`config.mk`:
```
export PLATFORM = sky130hd
export DESIGN_NAME = sm4_stream_ctrl_flat
export DESIGN_NICKNAME = d
export VERILOG_FILES = /design/src/rtl/sm4_stream_ctrl_if.sv /design/src/rtl/sm4_stream_ctrl.sv /design/src/flat_wrapper.sv
export SDC_FILE = /design/constraint.sdc
export NUM_CORES = 1
export LEC_CHECK = 0
export BUFFER_PORTS_ARGS = -buffer_cell sky130_fd_sc_hd__buf_2
export CAP_MARGIN = 15
export CORE_AREA = 8 8 224 226
export CTS_CLUSTER_SIZE = 28
export DETAILED_ROUTE_END_ITERATION = 8
export DIE_AREA = 0 0 232 234
export PLACE_DENSITY = 0.63
export SLEW_MARGIN = 25
export SYNTH_ARGS = -nofsm -noshare
export SYNTH_HDL_FRONTEND = slang
export SYNTH_SLANG_ARGS = --single-unit
export TNS_END_PERCENT = 1
```
`constraint.sdc`:
```
create_clock -name clk -period 6.2 [get_ports clk]
set_input_delay 1.24 -clock clk [delete_from_list [all_inputs] [get_ports clk]]
set_output_delay 1.24 -clock clk [all_outputs]
set_load 0.005 [all_outputs]
```
`src/rtl/sm4_stream_ctrl_if.sv`:
```
// User-side handshakes of the SM4 stream controller: key load, input word stream, result word stream.
// The slave view belongs to the controller and the master view to whatever feeds and drains it.
interface sm4_stream_ctrl_if;
  logic         key_valid;
  logic [127:0] key_in;
  logic         cfg_decrypt;
  logic         key_ready;

  logic         s_valid;
  logic [31:0]  s_data;
  logic         s_last;
  logic         s_ready;

  logic         m_valid;
  logic [31:0]  m_data;
  logic         m_last;
  logic         m_ready;

  modport slave (
    input  key_valid, key_in, cfg_decrypt, s_valid, s_data, s_last, m_ready,
    output key_ready, s_ready, m_valid, m_data, m_last
  );

  modport master (
    output key_valid, key_in, cfg_decrypt, s_valid, s_data, s_last, m_ready,
    input  key_ready, s_ready, m_valid, m_data, m_last
  );
endinterface

```
`src/rtl/sm4_stream_ctrl.sv`:
```
// Streaming front/back end for the SM4 core: key load and expansion, 32->128 bit block packing,
// 128->32 bit result unpacking, and timeout supervision of both core handshakes.
module sm4_stream_ctrl #(
  parameter int TIMEOUT_CYCLES = 1024
) (
  input  logic                 clk,
  input  logic                 reset,
  sm4_stream_ctrl_if.slave     strm,
  output logic                 key_loaded,
  output logic                 err_short,
  output logic                 err_timeout,
  output logic                 core_sm4_enable,
  output logic                 core_encdec_enable,
  output logic                 core_encdec_sel,
  output logic                 core_valid,
  output logic [127:0]         core_data,
  output logic                 core_enable_key_exp,
  output logic                 core_user_key_valid,
  output logic [127:0]         core_user_key,
  input  logic                 core_key_exp_ready,
  input  logic                 core_ready,
  input  logic [127:0]         core_result
);

  localparam logic [2:0] IDLE     = 3'd0;
  localparam logic [2:0] KEY_REQ  = 3'd1;
  localparam logic [2:0] KEY_WAIT = 3'd2;
  localparam logic [2:0] COLLECT  = 3'd3;
  localparam logic [2:0] ENC_REQ  = 3'd4;
  localparam logic [2:0] ENC_WAIT = 3'd5;
  localparam logic [2:0] DRAIN    = 3'd6;

  localparam logic [15:0] TIMEOUT_LAST = 16'(TIMEOUT_CYCLES - 1);

  logic [2:0]   state;
  logic [1:0]   wcnt;
  logic [1:0]   ocnt;
  logic [15:0]  tcnt;
  logic [127:0] out_buf;
  logic         blk_last;

  logic         key_rdy;
  logic         s_rdy;
  logic         key_fire;
  logic         s_fire;
  logic         timeout_hit;
  logic [31:0]  out_word;

  // A rekey is only allowed on a block boundary, and it wins over a data word in the same cycle.
  assign key_rdy     = (state == IDLE) || ((state == COLLECT) && (wcnt == 2'd0));
  assign s_rdy       = (state == COLLECT) && !((wcnt == 2'd0) && strm.key_valid);
  assign key_fire    = strm.key_valid && key_rdy;
  assign s_fire      = strm.s_valid && s_rdy;
  assign timeout_hit = (tcnt == TIMEOUT_LAST);

  assign strm.key_ready = key_rdy;
  assign strm.s_ready   = s_rdy;

  assign core_user_key_valid = (state == KEY_REQ);
  assign core_enable_key_exp = (state == KEY_REQ) || (state == KEY_WAIT);
  assign core_valid          = (state == ENC_REQ);
  assign core_encdec_enable  = (state == ENC_REQ) || (state == ENC_WAIT);

  always_comb begin
    out_word = out_buf[127:96];
    case (ocnt)
      2'd0:    out_word = out_buf[127:96];
      2'd1:    out_word = out_buf[95:64];
      2'd2:    out_word = out_buf[63:32];
      default: out_word = out_buf[31:0];
    endcase
  end

  assign strm.m_valid = (state == DRAIN);
  assign strm.m_data  = out_word;
  assign strm.m_last  = (state == DRAIN) && (ocnt == 2'd3) && blk_last;

  always_ff @(posedge clk) begin
    if (reset) begin
      state           <= IDLE;
      wcnt            <= 2'd0;
      ocnt            <= 2'd0;
      tcnt            <= 16'd0;
      out_buf         <= '0;
      blk_last        <= 1'b0;
      core_data       <= '0;
      core_user_key   <= '0;
      core_encdec_sel <= 1'b0;
      core_sm4_enable <= 1'b0;
      key_loaded      <= 1'b0;
      err_short       <= 1'b0;
      err_timeout     <= 1'b0;
    end else begin
      err_short   <= 1'b0;
      err_timeout <= 1'b0;

      if (key_fire) begin
        core_user_key   <= strm.key_in;
        core_encdec_sel <= strm.cfg_decrypt;
        core_sm4_enable <= 1'b1;
      end

      case (state)
        IDLE: begin
          if (key_fire) state <= KEY_REQ;
        end
        KEY_REQ: begin
          key_loaded <= 1'b0;
          tcnt       <= 16'd0;
          state      <= KEY_WAIT;
        end
        KEY_WAIT: begin
          tcnt <= tcnt + 16'd1;
          if (core_key_exp_ready) begin
            key_loaded <= 1'b1;
            wcnt       <= 2'd0;
            state      <= COLLECT;
          end else if (timeout_hit) begin
            err_timeout <= 1'b1;
            state       <= IDLE;
          end
        end
        COLLECT: begin
          if (key_fire) begin
            state <= KEY_REQ;
          end else if (s_fire) begin
            // The first word of a block clears the rest, so a short block is zero-padded.
            if (wcnt == 2'd0) core_data <= {strm.s_data, 96'd0};
            else core_data[{~wcnt, 5'd0} +: 32] <= strm.s_data;
            wcnt <= wcnt + 2'd1;
            if ((wcnt == 2'd3) || strm.s_last) begin
              blk_last  <= strm.s_last;
              wcnt      <= 2'd0;
              err_short <= strm.s_last && (wcnt != 2'd3);
              state     <= ENC_REQ;
            end
          end
        end
        ENC_REQ: begin
          tcnt  <= 16'd0;
          state <= ENC_WAIT;
        end
        ENC_WAIT: begin
          tcnt <= tcnt + 16'd1;
          if (core_ready) begin
            out_buf <= core_result;
            ocnt    <= 2'd0;
            state   <= DRAIN;
          end else if (timeout_hit) begin
            err_timeout <= 1'b1;
            wcnt        <= 2'd0;
            state       <= COLLECT;
          end
        end
        DRAIN: begin
          if (strm.m_ready) begin
            ocnt <= ocnt + 2'd1;
            if (ocnt == 2'd3) begin
              wcnt  <= 2'd0;
              state <= COLLECT;
            end
          end
        end
        default: state <= IDLE;
      endcase
    end
  end

endmodule

```
`src/flat_wrapper.sv`:
```
// flat-port wrapper written by rule: the top's interface ports become plain ports
module sm4_stream_ctrl_flat 
#(
  parameter int TIMEOUT_CYCLES = 1024
)
  (clk, reset, key_loaded, err_short, err_timeout, core_sm4_enable, core_encdec_enable, core_encdec_sel, core_valid, core_data, core_enable_key_exp, core_user_key_valid, core_user_key, core_key_exp_ready, core_ready, core_result, strm_key_valid, strm_key_in, strm_cfg_decrypt, strm_s_valid, strm_s_data, strm_s_last, strm_m_ready, strm_key_ready, strm_s_ready, strm_m_valid, strm_m_data, strm_m_last);
  sm4_stream_ctrl_if strm_i ();
  input  logic clk;
  input  logic reset;
  output logic key_loaded;
  output logic err_short;
  output logic err_timeout;
  output logic core_sm4_enable;
  output logic core_encdec_enable;
  output logic core_encdec_sel;
  output logic core_valid;
  output logic [127:0] core_data;
  output logic core_enable_key_exp;
  output logic core_user_key_valid;
  output logic [127:0] core_user_key;
  input  logic core_key_exp_ready;
  input  logic core_ready;
  input  logic [127:0] core_result;
  input wire logic [$bits(strm_i.key_valid)-1:0] strm_key_valid;
  input wire logic [$bits(strm_i.key_in)-1:0] strm_key_in;
  input wire logic [$bits(strm_i.cfg_decrypt)-1:0] strm_cfg_decrypt;
  input wire logic [$bits(strm_i.s_valid)-1:0] strm_s_valid;
  input wire logic [$bits(strm_i.s_data)-1:0] strm_s_data;
  input wire logic [$bits(strm_i.s_last)-1:0] strm_s_last;
  input wire logic [$bits(strm_i.m_ready)-1:0] strm_m_ready;
  output wire logic [$bits(strm_i.key_ready)-1:0] strm_key_ready;
  output wire logic [$bits(strm_i.s_ready)-1:0] strm_s_ready;
  output wire logic [$bits(strm_i.m_valid)-1:0] strm_m_valid;
  output wire logic [$bits(strm_i.m_data)-1:0] strm_m_data;
  output wire logic [$bits(strm_i.m_last)-1:0] strm_m_last;
  assign strm_i.key_valid = strm_key_valid;
  assign strm_i.key_in = strm_key_in;
  assign strm_i.cfg_decrypt = strm_cfg_decrypt;
  assign strm_i.s_valid = strm_s_valid;
  assign strm_i.s_data = strm_s_data;
  assign strm_i.s_last = strm_s_last;
  assign strm_i.m_ready = strm_m_ready;
  assign strm_key_ready = strm_i.key_ready;
  assign strm_s_ready = strm_i.s_ready;
  assign strm_m_valid = strm_i.m_valid;
  assign strm_m_data = strm_i.m_data;
  assign strm_m_last = strm_i.m_last;
  sm4_stream_ctrl #(.TIMEOUT_CYCLES(TIMEOUT_CYCLES)) u_core (.clk(clk), .reset(reset), .strm(strm_i), .key_loaded(key_loaded), .err_short(err_short), .err_timeout(err_timeout), .core_sm4_enable(core_sm4_enable), .core_encdec_enable(core_encdec_enable), .core_encdec_sel(core_encdec_sel), .core_valid(core_valid), .core_data(core_data), .core_enable_key_exp(core_enable_key_exp), .core_user_key_valid(core_user_key_valid), .core_user_key(core_user_key), .core_key_exp_ready(core_key_exp_ready), .core_ready(core_ready), .core_result(core_result));
endmodule
```
==> results_dict.tcl <==
set metrics [dict create \
    r2r_slack_ps 3050 \
    max_freq_mhz 267 \
    first_global_vias 15700 \
    yosys_most_used_dff "sky130_fd_sc_hd__dfxtp_1" \
    synth_top_cell_area_share_pct 51.4 \
    placement.io_buffers 597 \
    criticalPathCategory "register to output port" \
    die_w_um 232 \
    detail_route.wl_per_cell_um 18.7 \
    cts_setup_buffers 0 \
    cts_buffer_depth 3 \
    clock_insertion_delay_worst_skew_ps 570 \
    placement_rows 80 \
    synthesis.instances 2035 \
    antenna_found_initial 8 \
    fillCellCount 4777 \
    die_height_um 234 \
    cap_violations 0 \
    post_cts_resize_count 0 \
    floorplan.die_area_um2 54300 \
    power.leakage_nw 8.49 \
    cts.hold.buffers_added 0 \
    rsz_0062_raised_after_global_routing "no" \
    netlist.top_cell.by_area "sky130_fd_sc_hd__dfxtp_1" \
    yosys_reg_bits 413 \
    cp_data_arrival_time_ps 2500 \
    synth_async_sr_flop_share_pct 0 \
    hold_start "u_core.core_user_key[33]" \
    route.vias.total 16200 \
    slowest_cell_on_the_critical_path "sky130_fd_sc_hd__a222oi_1" \
    h-tree-depth 2 \
    crit-reg2reg-launch "u_core.wcnt[0]" \
    timing.critical_path.cells "inv_1 > ha_1 > buf_4 > a222oi_1 > mux2i_1 > buf_2" \
    setup_viol 0 \
    grtUsageMet3_pct 6.44 \
    clock_sink_count 413 \
    grt_overflow 0 \
    placed_area_um2 19200 \
    synth.lib_cells_used.distinct 54 \
    fp.coreArea_um2 46800 \
    report.final.hold_viol_count 0 \
    mostFrequentLayoutCells "sky130_fd_sc_hd__nand2_1 (668), sky130_fd_sc_hd__buf_2 (596), sky130_fd_sc_hd__dfxtp_1 (413)" \
    fin_worst_hold_slack_ps 447 \
    finalInstanceArea_um2 20800 \
    post-route-min-period_ps 3740 \
    synth_area_um2 16100 \
    ys_warn_count 0 \
    status "completed" \
    layout_worst_path_cycle_share_pct 60.4 \
    p_per_area_nw_per_um2 350 \
    detail_route.first_pass.iterations 6 \
    final_common_cell "sky130_fd_sc_hd__nand2_1" \
    worst_ep_required_time_ps 4960 \
    grt_busiest_layer "met2" \
    irDropWorstVdd_mv 0.260 \
    detailedPlacementHpwl_um 41900 \
    cts_buffers 45 \
    postSynthAreaPerCell_um2 7.90 \
    use_met2_pct 34.4 \
    detailedRoute.firstIterationViolations 1260 \
    setup_tns_ps 0 \
    initial_core_util_pct 34.3 \
    crit_path_max_fanout 32 \
    tightestPinTransition_ps 1030 \
    synth_fp_nets 2343 \
    viasPerCell 5.08 \
    grt_pass1_wl_um 89300 \
    gp_congestion 0.859 \
    clk_transition_reported_paths_ps 60 \
    grt_start_max_net_pins 174 \
    hold_path.class "register to register" \
    remaining_drc_errors 0 \
    synth.yosys.seq_area_share_pct 51.4 \
    startpoint_type "register" \
    tritoncts "done" \
    cell_at_the_root_of_the_clock_tree "sky130_fd_sc_hd__clkbuf_16" \
    postRouteAntennaNets 0 \
    netlist_top_cells_area "sky130_fd_sc_hd__dfxtp_1 (51%), sky130_fd_sc_hd__nand2_1 (16%), sky130_fd_sc_hd__a21oi_1 (12%)" \
    setup.worst_path.end_class "output port" \
    finalNetCount 2837 \
    timing.slew.headroom_pct 31.1 \
    ios 598 \
    layout-area-overhead-vs-synth_pct 29.5 \
    use_met1_pct 24.0 \
    final_max_slew_viol_count 0 \
    seqCellArea_um2 8270 \
    wl_um 59500 \
    groute.usage.overall_pct 20.3 \
    synth-edff-count 0 \
    timing.critical_path.slowest_cell_delay_ps 720 \
    critPathLaunch "u_core.ocnt[0]" \
    worst_clock_skew_ps 21.2 \
    multi_input_area_um2 6900 \
    layout-drive-gt1-share_pct 27.4 \
]
## path summary, 6_finish.rpt
kind                              endpoint  cells after the start
hold / removal    u_core.core_user_key[33]                      2
setup reg to reg  u_core.core_user_key[78]                      8
hold reg to reg   u_core.core_user_key[33]                      2
setup / recovery            strm_m_data[5]                      6
## cells in the mapped netlist, types with 2 or more instances
library cell and n:
sky130_fd_sc_hd__nor3_1 10, sky130_fd_sc_hd__nand3b_1 2, sky130_fd_sc_hd__buf_4 6, sky130_fd_sc_hd__buf_2 32, sky130_fd_sc_hd__dfxtp_1 413, sky130_fd_sc_hd__a31oi_1 4
sky130_fd_sc_hd__a222oi_1 32, sky130_fd_sc_hd__and2_1 5, sky130_fd_sc_hd__nand3_1 139, sky130_fd_sc_hd__nor4_1 5, sky130_fd_sc_hd__a211oi_1 2, sky130_fd_sc_hd__xor2_1 2
sky130_fd_sc_hd__a21oi_1 399, sky130_fd_sc_hd__nor2b_1 4, sky130_fd_sc_hd__inv_1 41, sky130_fd_sc_hd__mux2i_1 34, sky130_fd_sc_hd__nand2_1 671, sky130_fd_sc_hd__nor2_1 20
sky130_fd_sc_hd__clkbuf_1 99, sky130_fd_sc_hd__buf_1 12, sky130_fd_sc_hd__nand4_1 4, sky130_fd_sc_hd__nand2b_1 4, sky130_fd_sc_hd__ha_1 11, sky130_fd_sc_hd__a211oi_2 2
sky130_fd_sc_hd__buf_6 18, sky130_fd_sc_hd__and4_1 2, sky130_fd_sc_hd__o21ai_2 2, sky130_fd_sc_hd__o21ai_0 21, sky130_fd_sc_hd__o21a_1 2, sky130_fd_sc_hd__o31ai_1 8
sky130_fd_sc_hd__and3_1 6
## flip-flops by register name, indices dropped and copies added (netlist names)
signal	count
u_core.wcnt	2
u_core.core_sm4_enable	1
u_core.tcnt	16
u_core.err_short	1
u_core.err_timeout	1
u_core.ocnt	2
u_core.state	3
u_core.blk_last	1
u_core.key_loaded	1
u_core.core_data	128
u_core.out_buf	128
u_core.core_encdec_sel	1
u_core.core_user_key	128
## cell families after synthesis
| group | share of synthesized area (%) |
|---|---|
| AND/OR/NAND/NOR | 22.4 |
| AO/OA/AOI/OAI | 17.0 |
| flip-flops | 51.4 |
| buffers and inverters | 6.08 |
| multiplexers | 2.12 |
| adder cells (fa/ha/maj) | 0.856 |
| XOR/XNOR | 0.163 |
## worst max-delay path: cells and delay by family, from the launching register on
family,cells,cell delay [ps]
AOI/OAI and AO/OA,1,720
buffers and inverters,3,520
DFF,1,360
adders and majority gates,1,200
muxes,1,140
## metal layers
metal | part of all wire [%] | wire, µm
met1 | 39 | 23000
met2 | 49 | 28900
met3 | 9.7 | 5780
met4 | 3.0 | 1790
met5 | 0.035 | 21
## final cells by class
class                   instances  area share, %
flip-flops and latches        413           39.7
multi-input cells            1414           33.2
repair buffers                614           15.1
clock buffers                  60           5.97
well taps                     615           3.70
clock inverters                20           1.50
inverters                      41          0.739
diodes                          8         0.0961
## report_power, final
group	leakage, nW	switching, mW	internal (mW)
Sequential	3.34	0.171	2.89
Combinational	4.39	0.915	0.500
Clock	0.762	1.10	1.71
## per-stage QoR
step | power [mW] | worst slack, ps | cells | util (%)
floorplan | 3.99 | 3500 | 2035 | -
global placement | 4.51 | 3040 | 3097 | 41.1
detailed placement | 4.54 | 2990 | 3097 | 41.1
CTS | 7.37 | 2350 | 3177 | 44.4
global route | 7.65 | 2360 | 3181 | 44.4
finish | 7.29 | 2460 | 3185 | 44.5
(Power assumes the default switching activity.)
